$ cat config.mk
export PLATFORM = sky130hd
export DESIGN_NAME = fetch_stage_flat
export DESIGN_NICKNAME = d
export VERILOG_FILES = /design/src/rtl/fetch_pkg.sv /design/src/rtl/fetch_stage_if.sv /design/src/rtl/fetch_next_pc.sv /design/src/rtl/fetch_stage.sv /design/src/flat_wrapper.sv
export SDC_FILE = /design/constraint.sdc
export NUM_CORES = 1
export LEC_CHECK = 0
export BUFFER_PORTS_ARGS = -buffer_cell sky130_fd_sc_hd__buf_2
export CORE_UTILIZATION = 42
export CTS_CLUSTER_DIAMETER = 200
export CTS_CLUSTER_SIZE = 30
export DETAILED_ROUTE_END_ITERATION = 7
export GPL_ROUTABILITY_DRIVEN = 0
export GPL_TIMING_DRIVEN = 0
export HOLD_SLACK_MARGIN = 0.12
export PLACE_DENSITY = 0.66
export SLEW_MARGIN = 0
export SYNTH_ARGS = -nofsm -noshare
export SYNTH_HDL_FRONTEND = slang
export SYNTH_HIERARCHICAL = 1
export SYNTH_SLANG_ARGS = --single-unit
$ cat constraint.sdc
create_clock -name clk -period 9 [get_ports clk]
set_clock_uncertainty 0.15 [all_clocks]
set_input_delay 1.35 -clock clk [delete_from_list [all_inputs] [get_ports clk]]
set_output_delay 1.35 -clock clk [all_outputs]
set_load 0.05 [all_outputs]
$ cat src/rtl/fetch_pkg.sv
// Shared types and constants for the instruction-fetch stage.
package fetch_pkg;

    localparam int unsigned XLEN_DEFAULT     = 32;
    localparam logic [31:0] RESET_PC_DEFAULT = 32'h0000_3000;
    localparam logic [31:0] NOP_INSTR        = 32'h0000_0000;

    typedef enum logic [1:0] {
        FETCH = 2'd0,
        WAIT  = 2'd1,
        DRAIN = 2'd2,
        SKID  = 2'd3
    } fetch_state_e;

    localparam logic [1:0] FLUSH_NONE  = 2'b00;
    localparam logic [1:0] FLUSH_ID_EX = 2'b01;
    localparam logic [1:0] FLUSH_IF_ID = 2'b10;

    localparam logic [1:0] PCSRC2_SEQ = 2'b00;
    localparam logic [1:0] PCSRC2_J   = 2'b01;
    localparam logic [1:0] PCSRC2_JR  = 2'b10;

endpackage

$ cat src/rtl/fetch_stage_if.sv
// Instruction-memory request/response handshake between fetch and memory.
interface fetch_stage_if #(
    parameter int unsigned XLEN = 32
);
    logic            imem_req;
    logic [XLEN-1:0] imem_addr;
    logic            imem_ready;
    logic [XLEN-1:0] imem_rdata;

    modport master (
        output imem_req,
        output imem_addr,
        input  imem_ready,
        input  imem_rdata
    );

    modport slave (
        input  imem_req,
        input  imem_addr,
        output imem_ready,
        output imem_rdata
    );
endinterface

$ cat src/rtl/fetch_next_pc.sv
// Redirect target selection and sequential pc+4 for the fetch stage.
module fetch_next_pc
    import fetch_pkg::*;
#(
    parameter int unsigned XLEN = XLEN_DEFAULT
) (
    input  logic            pc_src1,
    input  logic [1:0]      pc_src2,
    input  logic [XLEN-1:0] branch_target,
    input  logic [XLEN-1:0] jump_target,
    input  logic [XLEN-1:0] jr_target,
    input  logic [XLEN-1:0] cur_pc,
    input  logic [XLEN-1:0] seq_base,
    output logic [XLEN-1:0] redirect_pc_c,
    output logic [XLEN-1:0] seq_pc_c
);

    localparam logic [XLEN-1:0] ALIGN_MASK = ~XLEN'(3);

    // Jumps take precedence over a taken branch; no target keeps the current pc.
    always_comb begin
        redirect_pc_c = cur_pc;
        if (pc_src2 == PCSRC2_J) begin
            redirect_pc_c = jump_target & ALIGN_MASK;
        end else if (pc_src2 == PCSRC2_JR) begin
            redirect_pc_c = jr_target & ALIGN_MASK;
        end else if (pc_src1) begin
            redirect_pc_c = branch_target & ALIGN_MASK;
        end
    end

    assign seq_pc_c = (seq_base & ALIGN_MASK) + XLEN'(4);

endmodule

$ cat src/rtl/fetch_stage.sv
// Instruction-fetch stage: PC, variable-latency imem handshake, skid entry
// and IF/ID register. Optional counters enabled by FETCH_PERF_CNT_EN.
module fetch_stage
    import fetch_pkg::*;
#(
    parameter int unsigned     XLEN     = XLEN_DEFAULT,
    parameter logic [XLEN-1:0] RESET_PC = XLEN'(RESET_PC_DEFAULT)
) (
    input  logic            clk,
    input  logic            reset,
    input  logic            keep_PC,
    input  logic            keep_IF_ID,
    input  logic [1:0]      flush,
    input  logic            RF_PCSrc1,
    input  logic [1:0]      RF_PCSrc2,
    input  logic [XLEN-1:0] branch_target,
    input  logic [XLEN-1:0] jump_target,
    input  logic [XLEN-1:0] jr_target,
    fetch_stage_if.master   bus,
    output logic [XLEN-1:0] IF_ID_Instruction,
    output logic [XLEN-1:0] IF_ID_PC,
    output logic [XLEN-1:0] IF_ID_PC_plus4,
    output logic            IF_ID_valid
`ifdef FETCH_PERF_CNT_EN
    ,
    output logic [31:0]     perf_stall_cycles,
    output logic [31:0]     perf_redirects,
    output logic [31:0]     perf_imem_wait
`endif
);

    localparam logic [XLEN-1:0] ALIGN_MASK = ~XLEN'(3);

    fetch_state_e    state;
    logic [XLEN-1:0] pc;
    logic [XLEN-1:0] req_addr;
    logic [XLEN-1:0] skid_instr;
    logic [XLEN-1:0] skid_pc;
    logic [XLEN-1:0] skid_pc_plus4;

    logic            redirect;
    logic            imem_req_c;
    logic            accept;
    logic [XLEN-1:0] fetch_addr;
    logic [XLEN-1:0] redirect_pc;
    logic [XLEN-1:0] seq_pc;

    assign redirect   = (flush & FLUSH_IF_ID) != FLUSH_NONE;
    assign fetch_addr = (state == FETCH) ? pc : req_addr;

    // Request is held high with a stable address once issued, until ready.
    always_comb begin
        imem_req_c = 1'b0;
        case (state)
            FETCH:       imem_req_c = !keep_PC && !redirect;
            WAIT, DRAIN: imem_req_c = 1'b1;
            default:     imem_req_c = 1'b0;
        endcase
        if (reset) begin
            imem_req_c = 1'b0;
        end
    end

    assign accept = imem_req_c && bus.imem_ready && (state == FETCH || state == WAIT);

    assign bus.imem_req  = imem_req_c;
    assign bus.imem_addr = fetch_addr;

    fetch_next_pc #(.XLEN(XLEN)) u_next_pc (
        .pc_src1       (RF_PCSrc1),
        .pc_src2       (RF_PCSrc2),
        .branch_target (branch_target),
        .jump_target   (jump_target),
        .jr_target     (jr_target),
        .cur_pc        (pc),
        .seq_base      (fetch_addr),
        .redirect_pc_c (redirect_pc),
        .seq_pc_c      (seq_pc)
    );

    // Fetch FSM, PC, outstanding request address and skid entry.
    always_ff @(posedge clk or posedge reset) begin
        if (reset) begin
            state         <= FETCH;
            pc            <= RESET_PC & ALIGN_MASK;
            req_addr      <= '0;
            skid_instr    <= '0;
            skid_pc       <= '0;
            skid_pc_plus4 <= '0;
        end else begin
            case (state)
                FETCH: begin
                    if (redirect) begin
                        pc <= redirect_pc;
                    end else if (accept) begin
                        pc <= seq_pc;
                        if (keep_IF_ID) begin
                            skid_instr    <= bus.imem_rdata;
                            skid_pc       <= fetch_addr;
                            skid_pc_plus4 <= seq_pc;
                            state         <= SKID;
                        end
                    end else if (imem_req_c) begin
                        req_addr <= pc;
                        state    <= WAIT;
                    end
                end
                WAIT: begin
                    if (redirect) begin
                        // A response in the same cycle closes the request; otherwise drain it.
                        pc    <= redirect_pc;
                        state <= bus.imem_ready ? FETCH : DRAIN;
                    end else if (accept) begin
                        pc <= seq_pc;
                        if (keep_IF_ID) begin
                            skid_instr    <= bus.imem_rdata;
                            skid_pc       <= fetch_addr;
                            skid_pc_plus4 <= seq_pc;
                            state         <= SKID;
                        end else begin
                            state <= FETCH;
                        end
                    end
                end
                DRAIN: begin
                    if (redirect) begin
                        pc <= redirect_pc;
                    end
                    if (bus.imem_ready) begin
                        state <= FETCH;
                    end
                end
                default: begin
                    if (redirect) begin
                        pc    <= redirect_pc;
                        state <= FETCH;
                    end else if (!keep_IF_ID) begin
                        state <= FETCH;
                    end
                end
            endcase
        end
    end

    // IF/ID register: redirect bubbles, keep holds, else load completion or skid.
    always_ff @(posedge clk or posedge reset) begin
        if (reset) begin
            IF_ID_Instruction <= XLEN'(NOP_INSTR);
            IF_ID_PC          <= '0;
            IF_ID_PC_plus4    <= XLEN'(4);
            IF_ID_valid       <= 1'b0;
        end else if (redirect) begin
            IF_ID_Instruction <= XLEN'(NOP_INSTR);
            IF_ID_valid       <= 1'b0;
        end else if (keep_IF_ID) begin
            IF_ID_valid <= IF_ID_valid;
        end else if (accept) begin
            IF_ID_Instruction <= bus.imem_rdata;
            IF_ID_PC          <= fetch_addr;
            IF_ID_PC_plus4    <= seq_pc;
            IF_ID_valid       <= 1'b1;
        end else if (state == SKID) begin
            IF_ID_Instruction <= skid_instr;
            IF_ID_PC          <= skid_pc;
            IF_ID_PC_plus4    <= skid_pc_plus4;
            IF_ID_valid       <= 1'b1;
        end else begin
            IF_ID_Instruction <= XLEN'(NOP_INSTR);
            IF_ID_valid       <= 1'b0;
        end
    end

`ifdef FETCH_PERF_CNT_EN
    // Saturating stall, redirect and memory-wait counters.
    always_ff @(posedge clk or posedge reset) begin
        if (reset) begin
            perf_stall_cycles <= '0;
            perf_redirects    <= '0;
            perf_imem_wait    <= '0;
        end else begin
            if (keep_PC && perf_stall_cycles != '1) begin
                perf_stall_cycles <= perf_stall_cycles + 32'd1;
            end
            if (redirect && perf_redirects != '1) begin
                perf_redirects <= perf_redirects + 32'd1;
            end
            if ((state == WAIT || state == DRAIN) && perf_imem_wait != '1) begin
                perf_imem_wait <= perf_imem_wait + 32'd1;
            end
        end
    end
`else
    // Performance counters are not built in this configuration.
`endif

endmodule

$ cat src/flat_wrapper.sv
// flat-port wrapper written by rule: the top's interface ports become plain ports
module fetch_stage_flat import fetch_pkg::*;
#(
    parameter int unsigned     XLEN     = XLEN_DEFAULT,
    parameter logic [XLEN-1:0] RESET_PC = XLEN'(RESET_PC_DEFAULT)
)
  (clk, reset, keep_PC, keep_IF_ID, flush, RF_PCSrc1, RF_PCSrc2, branch_target, jump_target, jr_target, IF_ID_Instruction, IF_ID_PC, IF_ID_PC_plus4, IF_ID_valid, bus_imem_req, bus_imem_addr, bus_imem_ready, bus_imem_rdata);
  fetch_stage_if #(.XLEN(XLEN)) bus_i ();
  input  logic clk;
  input  logic reset;
  input  logic keep_PC;
  input  logic keep_IF_ID;
  input  logic [1:0] flush;
  input  logic RF_PCSrc1;
  input  logic [1:0] RF_PCSrc2;
  input  logic [XLEN-1:0] branch_target;
  input  logic [XLEN-1:0] jump_target;
  input  logic [XLEN-1:0] jr_target;
  output logic [XLEN-1:0] IF_ID_Instruction;
  output logic [XLEN-1:0] IF_ID_PC;
  output logic [XLEN-1:0] IF_ID_PC_plus4;
  output logic IF_ID_valid;
  output wire logic [$bits(bus_i.imem_req)-1:0] bus_imem_req;
  output wire logic [$bits(bus_i.imem_addr)-1:0] bus_imem_addr;
  input wire logic [$bits(bus_i.imem_ready)-1:0] bus_imem_ready;
  input wire logic [$bits(bus_i.imem_rdata)-1:0] bus_imem_rdata;
  assign bus_imem_req = bus_i.imem_req;
  assign bus_imem_addr = bus_i.imem_addr;
  assign bus_i.imem_ready = bus_imem_ready;
  assign bus_i.imem_rdata = bus_imem_rdata;
  fetch_stage #(.XLEN(XLEN), .RESET_PC(RESET_PC)) u_core (.clk(clk), .reset(reset), .keep_PC(keep_PC), .keep_IF_ID(keep_IF_ID), .flush(flush), .RF_PCSrc1(RF_PCSrc1), .RF_PCSrc2(RF_PCSrc2), .branch_target(branch_target), .jump_target(jump_target), .jr_target(jr_target), .bus(bus_i), .IF_ID_Instruction(IF_ID_Instruction), .IF_ID_PC(IF_ID_PC), .IF_ID_PC_plus4(IF_ID_PC_plus4), .IF_ID_valid(IF_ID_valid));
endmodule
; Word level (Yosys, flattened, before mapping)
; Cells that the tools add are included.
[word_totals]
ff_bits = 259
latchBits = 0
mem_bits_rw = 0
mem_bits_ro = 0
in_bits = 138
output_inout_bits = 130
memories = 0
[op_classes]
addsub = 1
multipliers = 0
div = 0
order_cmp = 0
eq_ne = 12
n_shift = 0
mux = 34
n_bitwise = 3
reduce_logical = 17
[ops]
columns = operator, n
row1 = $mux 32, 16
row2 = $add 32x3->32 const B, 1
row3 = $mux 2, 11
row4 = $reduce_and 4->1, 2
row5 = $eq 2x2->1 const B, 3
row6 = $pmux 2 s3, 1
row7 = $reduce_and 6->1, 1
row8 = $reduce_bool 2->1, 3
row9 = $mux 1, 5
row10 = $ne 5x1->1 const B, 1
row11 = $eq 2x1->1 const B, 2
row12 = $ne 2x2->1 const B, 2
row13 = $reduce_or 2->1, 2
row14 = $logic_and 1x1->1, 3
row15 = $ne 3x1->1 const B, 1
row16 = $ne 3x2->1 const B, 1
row17 = $ne 3x3->1 const B, 1
row18 = $not 1->1, 3
row19 = $reduce_and 3->1, 1
row20 = $logic_not 1->1, 2
row21 = $logic_not 2->1, 1
row22 = $ne 2x1->1 const B, 1
row23 = $pmux 1 s2, 1
row24 = $reduce_and 2->1, 1
row25 = $logic_or 1x1->1, 1

; Depth between registers and ports, before layout
; Gate-level depths: netlist of run 1.
[logic_depth]
ltp_word = 9
mapped_depth = 13
ltp_nobuf = 11

; Modules after synthesis
; Netlist of run 1, hierarchy kept.
[by_module_without_submodules]
columns = module, n_inst, cells_each, area_each_um2, seq_area_each_um2
row1 = fetch_stage, 1, 1073, 11731.3, 6485.0
row2 = fetch_next_pc, 1, 261, 2009.4, 0.0

; Worst setup path after synthesis of run 1
; OpenSTA, ideal clock, no wires.
[synth_timing]
path_kind = input to output
start = in reset
end = out bus_imem_req
arrival_time_ps = 2082
setup_slack_ps = 5418
stages = 2
path_buffers = 0
cell_sequence = nor2_1 -> o21a_1
[synth_via]
elab_chain_cells = 1
[synth_rtl]
columns = item, line_no
row1 = start: declaration, flat_wrapper.sv:10  ; input logic reset;
row2 = $mux 1, fetch_stage.sv:59  ; if (reset) begin
row3 = end: declaration, flat_wrapper.sv:23  ; output wire logic [$bits(bus_i.imem_req)-1:0] bus_imem_req;
; Every way passes these cells.

; Worst setup path after layout of run 1
[layout_timing]
start = reg u_core.state[0]
end = out bus_imem_addr[2]
[layout_via]
elab_chain_cells = 2
[layout_rtl]
columns = item, line_no
row1 = start: declaration, fetch_stage.sv:34  ; fetch_state_e state;
row2 = start signal: assignment, fetch_stage.sv:112  ; state <= bus.imem_ready ? FETCH : DRAIN;
row3 = $logic_not 2->1, fetch_stage.sv:49  ; assign fetch_addr = (state == FETCH) ? pc : req_addr;
row4 = $mux 32, fetch_stage.sv:49
row5 = end: declaration, flat_wrapper.sv:24  ; output wire logic [$bits(bus_i.imem_addr)-1:0] bus_imem_addr;
; Every way passes these cells.

==> flow_metrics.py, run 1 <==
metrics = {
    "place": {
        "dp_cells": 2029,
        "detailedPlacementHpwl_um": 32170,
        "buffer_ports.inserted": 258,
    },
    "sta": {
        "final-hold-violation-count": 0,
        "max_slew.worst_pin.slew_ns": 0.8818,
        "rsz0062_at_grt": "false",
        "period_minus_slack_ns": 4.413,
        "setup_viol": 0,
        "max_freq_ghz": 0.2266,
        "setup_total_negative_slack_ns": 0,
        "fin_crit_sh": 0.4903,
        "report.final.slew_viol_count": 0,
        "slew-limit-headroom": 0.4121,
    },
    "cells_and_area": {
        "layout.cells.most_common": "buf_2",
        "post_route_cells_drive_above_1_share": 0.2967,
        "num_antenna_cells": 0,
        "area_delta_synth_final_pct": 16.21,
        "most-common-layout-cells": "buf_2, dfrtp_1, nand3_1",
        "layout.nets": 1752,
        "count_of_placed_standard_cells_in_the_final_layout_fillers_left_out": 2046,
    },
    "global_routing": {
        "grt_pass1_wl_um": 65410,
        "globalRouteOverflowTotal": 0,
        "vias_in_the_first_global_route": 11430,
        "globalRouteTotalUtil": 0.2521,
        "largest_net_degree_at_the_start_of_global_routing": 133,
        "number_of_antenna_violations_at_the_first_check_in_global_routing": 1,
    },
    "clock_tree": {
        "cts_root_cell": "clkbuf_16",
        "cts_buffer_depth": 3,
        "post_cts_buffers": 0,
        "holdBufCountCts": 0,
        "cts.clk_slew.worst_paths_ns": 0.11,
        "cts_num_sinks": 259,
        "tritoncts_clock_tree": "yes",
        "number_of_buffers_created_by_cts": 12,
        "h_tree_level_count": 1,
        "post_cts.resized_instances": 0,
        "worst_skew_pair.late_latency_ns": 0.49,
    },
    "detailed_routing": {
        "drt_pass1_iterations": 5,
        "drt_iter0_markers": 734,
        "detail_route.wl_per_cell_um": 20.74,
        "routed-via-count": 11400,
        "drcViolationCount": 0,
        "totalWireLength_um": 42440,
        "drt_antenna_net_count": 0,
        "detail_route.vias_per_cell": 5.570,
    },
    "critical_path": {
        "worst_setup_path_end_kind": "primary output",
        "r2r-start": "u_core/state[0]$_DFFE_PP0P_",
        "setup.worst_path.start_class": "register",
        "timing.rr.end": "u_core/pc[12]$_DFFE_PP1P_",
        "timing.critical_path.arrival_ns": 2.91,
        "worst-path-max-fanout": 10,
        "ff2ff_setup_slack_ns": 4.94,
        "worst_path_class_setup": "register to primary output",
        "critical_path_rt_ns": 7.50,
        "worstRegToRegCells": 13,
    },
    "pwr": {
        "vdd_drop_max_mv": 0.1682,
        "cellLeakagePower_uw": 0.007983,
        "power_per_cell_area_nw_per_um2": 346.6,
    },
    "job": {
        "maxCapViolCount": 0,
    },
    "outcome": {
        "status": "finished, final reports clean",
    },
    "synthesis": {
        "synth_cell_types": 51,
        "ys_warn_count": 6,
        "postSynthRegisterBits": 259,
        "number_of_enable_flip_flop_cells_after_synthesis": 0,
        "synth_async_sr_flop_share": 1.000,
        "syn_area_um2": 13740,
        "ys_seq_area_frac": 0.4720,
        "prevailing_post_synth_register_cell": "dfrtp_1",
        "syn_area_per_cell_um2": 10.30,
        "netlist_instances": 1334,
    },
    "die": {
        "design.die.area_um2": 33440,
        "boundaryPins": 268,
        "die_width_um": 182.9,
        "coreArea_um2": 31880,
        "rows": 65,
        "die_height_um": 182.9,
        "initial_utilization": 0.4310,
    },
    "min_path": {
        "min_path_type": "register to register",
        "worstHoldPathCells": 2,
        "endpoint_with_the_worst_hold_slack": "u_core/skid_pc[9]$_DFFE_PP0P_",
        "timing.hold.worst.start": "u_core/skid_pc[9]$_DFFE_PP0P_",
    },
}
-- logic make-up after synthesis --
kind of cell               count (synthesis)  share of synthesized area
other                                      1                  0.0002729
DFF                                      259                     0.4720
buffers and inverters                    192                    0.05964
AOI/OAI and AO/OA                        177                    0.08833
muxes                                    251                     0.1970
xor gates and xnor gates                  29                    0.01848
adders and majority gates                  6                   0.005463
and+or+nand+nor                          419                     0.1588
-- registers in the layout, summed over array words and instances, names as in the netlist --
name,count
u_core/IF_ID_Instruction,32
u_core/IF_ID_PC,32
u_core/IF_ID_PC_plus4,32
u_core/pc,32
u_core/req_addr,32
u_core/skid_instr,32
u_core/skid_pc,32
u_core/skid_pc_plus4,32
u_core/state,2
u_core/IF_ID_valid,1
-- cell usage after synthesis, types with 5 or more instances --
cell type / count / share of area
buf_4: 5 / 0.0027
a221o_1: 32 / 0.023
ha_1: 6 / 0.0055
nor3_1: 70 / 0.025
o21ai_0: 33 / 0.012
o221ai_1: 32 / 0.020
xnor2_1: 10 / 0.0064
dfrtp_1: 256 / 0.47
nand2_1: 75 / 0.020
a21oi_1: 65 / 0.024
clkbuf_1: 39 / 0.011
nor2_1: 37 / 0.010
and2_1: 5 / 0.0023
mux2_2: 126 / 0.10
and3_1: 39 / 0.018
xor2_1: 19 / 0.012
nand3_1: 141 / 0.051
mux2_1: 30 / 0.025
inv_1: 74 / 0.020
buf_2: 58 / 0.021
buf_1: 15 / 0.0041
mux2i_1: 95 / 0.069
nand4_1: 33 / 0.015
-- per-stage QoR --
| step | hold WS (ns) | setup slack [ns] | power, uW | util | area, um2 |
|---|---|---|---|---|---|
| floorplan | 0.2918 | 0.3782 | 3999 | - | 13740 |
| global route | 0.3570 | 4.437 | 5829 | 0.5009 | 15970 |
| detailed placement | 0.3130 | 5.039 | 4886 | 0.4898 | 15620 |
| global placement | 0.3026 | -2.576 | 4825 | 0.4887 | 15580 |
| finish | 0.3331 | 4.587 | 5535 | 0.5009 | 15970 |
| CTS | 0.3400 | 4.612 | 5533 | 0.5009 | 15970 |
-- routing by layer --
metal / global-route usage / wire, um / up-vias
met5: 0 / 0 / -
met4: 0.09233 / 1648 / 0
met3: 0.04388 / 2920 / 69
met2: 0.4085 / 19570 / 402
met1: 0.3391 / 18300 / 5578
li1: - / - / 5347
-- area by class of cell --
| type | count | area (um2) |
|---|---|---|
| well taps | 435 | 544.3 |
| clock inverters | 1 | 16.27 |
| multi-input cells | 884 | 6440 |
| repair buffers | 259 | 1319 |
| flip-flops and latches | 259 | 6485 |
| inverters | 74 | 285.3 |
| fillers | 2998 | 15910 |
| plain buffers | 118 | 541.8 |
| clock buffers | 16 | 336.6 |
-- critical path, cell delays in order (launching register included) --
cell and delay, ns:
dfrtp_1 0.44, inv_1 0.12, ha_1 0.23, buf_2 0.27, buf_2 0.39, mux2i_1 0.48, inv_1 0.22, buf_2 0.28
-- how the worst max path moves through the flow --
stage / start / end
after global routing: u_core/state[0]$_DFFE_PP0P_ / bus_imem_addr[2]
after CTS: u_core/state[0]$_DFFE_PP0P_ / bus_imem_addr[2]
final: u_core/state[0]$_DFFE_PP0P_ / bus_imem_addr[2]
after floorplan: reset / u_core/IF_ID_Instruction[0]$_DFFE_PP0P_
after global placement: reset / u_core/skid_pc_plus4[10]$_DFFE_PP0P_
after detailed placement: u_core/state[0]$_DFFE_PP0P_ / u_core/pc[12]$_DFFE_PP1P_
-- power breakdown --
part / switching, uW / internal [uW] / leakage, uW
sequential: 293 / 1620 / 0.00336
combinational: 2130 / 853 / 0.00445
clock: 373 / 270 / 0.000171
total: 2790 / 2740 / 0.00798
(Power assumes the default switching activity.)
==> inputs of run 2 (changes only) <==
--- a/config.mk
+++ b/config.mk
@@ -13,7 +13,7 @@
 export GPL_ROUTABILITY_DRIVEN = 0
 export GPL_TIMING_DRIVEN = 0
 export HOLD_SLACK_MARGIN = 0.12
-export PLACE_DENSITY = 0.66
+export PLACE_DENSITY = 0.63
 export SLEW_MARGIN = 0
 export SYNTH_ARGS = -nofsm -noshare
 export SYNTH_HDL_FRONTEND = slang
==> constraint.sdc (replaced) <==
create_clock -name clk -period 4.1 [get_ports clk]
set_clock_uncertainty 0.15 [all_clocks]
set_input_delay 0.615 -clock clk [delete_from_list [all_inputs] [get_ports clk]]
set_output_delay 0.615 -clock clk [all_outputs]
set_load 0.05 [all_outputs]
==> flow_metrics.py, run 2 (synthesis gave the netlist of run 1 again) <==
metrics = {
    "outcome": {
        "status": "finished, final reports clean",
    },
    "sta": {
        "setup_viol": 0,
        "final-hold-violation-count": 0,
        "fin_crit_sh": 0.9333,
        "period_minus_slack_ns": 3.827,
        "max_freq_ghz": 0.2613,
        "slew-limit-headroom": 0.5279,
        "rsz0062_at_grt": "false",
        "report.final.slew_viol_count": 0,
        "max_slew.worst_pin.slew_ns": 0.7051,
        "hold_slack_ns": 0.2098,
    },
    "clock_tree": {
        "tritoncts_clock_tree": "yes",
        "cts_num_sinks": 259,
        "number_of_buffers_created_by_cts": 12,
        "cts_root_cell": "clkbuf_16",
        "worst_skew_pair.late_latency_ns": 0.50,
        "h_tree_level_count": 1,
        "cts_buffer_depth": 3,
        "cts.clk_slew.worst_paths_ns": 0.12,
    },
    "min_path": {
        "endpoint_with_the_worst_hold_slack": "u_core/skid_instr[21]$_DFFE_PP0P_",
        "min_path_type": "input pin to register",
        "worstHoldPathCells": 2,
        "timing.hold.worst.start": "bus_imem_rdata[21]",
    },
    "detailed_routing": {
        "detail_route.vias_per_cell": 5.614,
        "drcViolationCount": 0,
        "totalWireLength_um": 42600,
        "drt_pass1_iterations": 5,
        "routed-via-count": 11530,
        "detail_route.wl_per_cell_um": 20.75,
        "drt_antenna_net_count": 0,
        "drt_iter0_markers": 699,
    },
    "critical_path": {
        "timing.critical_path.arrival_ns": 4.11,
        "worst-path-max-fanout": 10,
        "critical_path_rt_ns": 4.38,
        "ff2ff_setup_slack_ns": 0.27,
        "worst_setup_path_end_kind": "register",
        "r2r-start": "u_core/state[0]$_DFFE_PP0P_",
        "setup.worst_path.start_class": "register",
        "worstRegToRegCells": 13,
        "worst_path_class_setup": "register to register",
        "timing.rr.end": "u_core/pc[14]$_DFFE_PP0P_",
    },
    "global_routing": {
        "vias_in_the_first_global_route": 11520,
        "number_of_antenna_violations_at_the_first_check_in_global_routing": 1,
        "largest_net_degree_at_the_start_of_global_routing": 42,
        "globalRouteOverflowTotal": 0,
        "globalRouteTotalUtil": 0.2546,
        "grt_pass1_wl_um": 65820,
    },
    "die": {
        "boundaryPins": 268,
        "rows": 65,
        "die_width_um": 182.9,
        "design.die.area_um2": 33440,
        "coreArea_um2": 31880,
        "die_height_um": 182.9,
        "initial_utilization": 0.4310,
    },
    "pwr": {
        "vdd_drop_max_mv": 0.3392,
        "cellLeakagePower_uw": 0.008033,
        "total_power_uw": 12190,
        "power_per_cell_area_nw_per_um2": 757.1,
    },
    "cells_and_area": {
        "most-common-layout-cells": "buf_2, dfrtp_1, nand3_1",
        "post_route_cells_drive_above_1_share": 0.3004,
        "layout.nets": 1759,
        "area_delta_synth_final_pct": 17.15,
        "post_route_utilization": 0.5049,
        "fill_cell_instance_count_of_the_final_layout": 3064,
        "layout.cells.most_common": "buf_2",
        "num_antenna_cells": 0,
    },
    "job": {
        "maxCapViolCount": 0,
    },
    "place": {
        "buffer_ports.inserted": 258,
        "detailedPlacementHpwl_um": 32930,
    },
}
-- run 2: routing by layer --
metal | GRT usage | routed length (um) | up-vias
met5 | 0 | 10 | -
met4 | 0.08433 | 1251 | 2
met3 | 0.04488 | 2956 | 65
met2 | 0.4209 | 20140 | 376
met1 | 0.3384 | 18240 | 5736
li1 | - | - | 5347
-- run 2: power breakdown --
group	switching (uW)	internal (uW)
registers	659	3550
clock network	829	594
logic	4660	1890
-- run 2: worst max-delay path: stages (launching register included) --
cell	delay, ns
dfrtp_1	0.44
inv_1	0.13
ha_1	0.22
buf_2	0.27
clkbuf_4	0.33
mux2i_2	0.35
inv_1	0.19
ha_1	0.28
and4_1	0.25
and2_0	0.26
and3_1	0.23
xor2_1	0.37
mux2i_1	0.13
a21oi_1	0.15
-- run 2: worst max path at each step --
| stage | endpoint | slack [ns] | from | cells after the start |
|---|---|---|---|---|
| 4_1_cts | u_core/pc[14]$_DFFE_PP0P_ | 0.14 | u_core/state[0]$_DFFE_PP0P_ | 13 |
| 6_report | u_core/pc[14]$_DFFE_PP0P_ | 0.27 | u_core/state[0]$_DFFE_PP0P_ | 13 |
| 3_3_place_gp | u_core/IF_ID_PC_plus4[10]$_DFFE_PP0P_ | -1.75 | reset | 2 |
| 3_5_place_dp | u_core/pc[14]$_DFFE_PP0P_ | 0.18 | u_core/state[1]$_DFFE_PP0P_ | 13 |
| 5_1_grt | u_core/pc[14]$_DFFE_PP0P_ | 0.03 | u_core/state[0]$_DFFE_PP0P_ | 13 |
| 2_1_floorplan | u_core/IF_ID_Instruction[0]$_DFFE_PP0P_ | -0.08 | reset | 1 |
-- run 2: through the flow --
step	cell area (um2)	setup TNS (ns)	setup slack [ns]	cells
floorplan	13750	-19.49	-0.07613	1335
global placement	15580	-443.11	-1.751	2028
detailed placement	15720	0	0.1777	2035
CTS	16090	0	0.1367	2053
global route	16100	0	0.03236	2053
finish	16100	0	0.2734	2053
-- run 2: layout make-up --
type / count / area [um2] / share of cell area
Multi-Input combinational cell: 884 / 6447 / 0.4005
Tap cell: 435 / 544.3 / 0.03381
Buffer: 118 / 544.3 / 0.03381
Timing Repair Buffer: 266 / 1441 / 0.08955
Inverter: 74 / 281.5 / 0.01749
Clock inverter: 1 / 16.27 / 0.001010
Sequential cell: 259 / 6485 / 0.4029
Clock buffer: 16 / 336.6 / 0.02091
-- run 2: repair_timing --
action,CTS,global route
hold buffers,1,0
endpoints found under the hold margin,21,0
endpoints found under the setup margin,0,11
buffers inserted,0,0
resized for setup,0,3
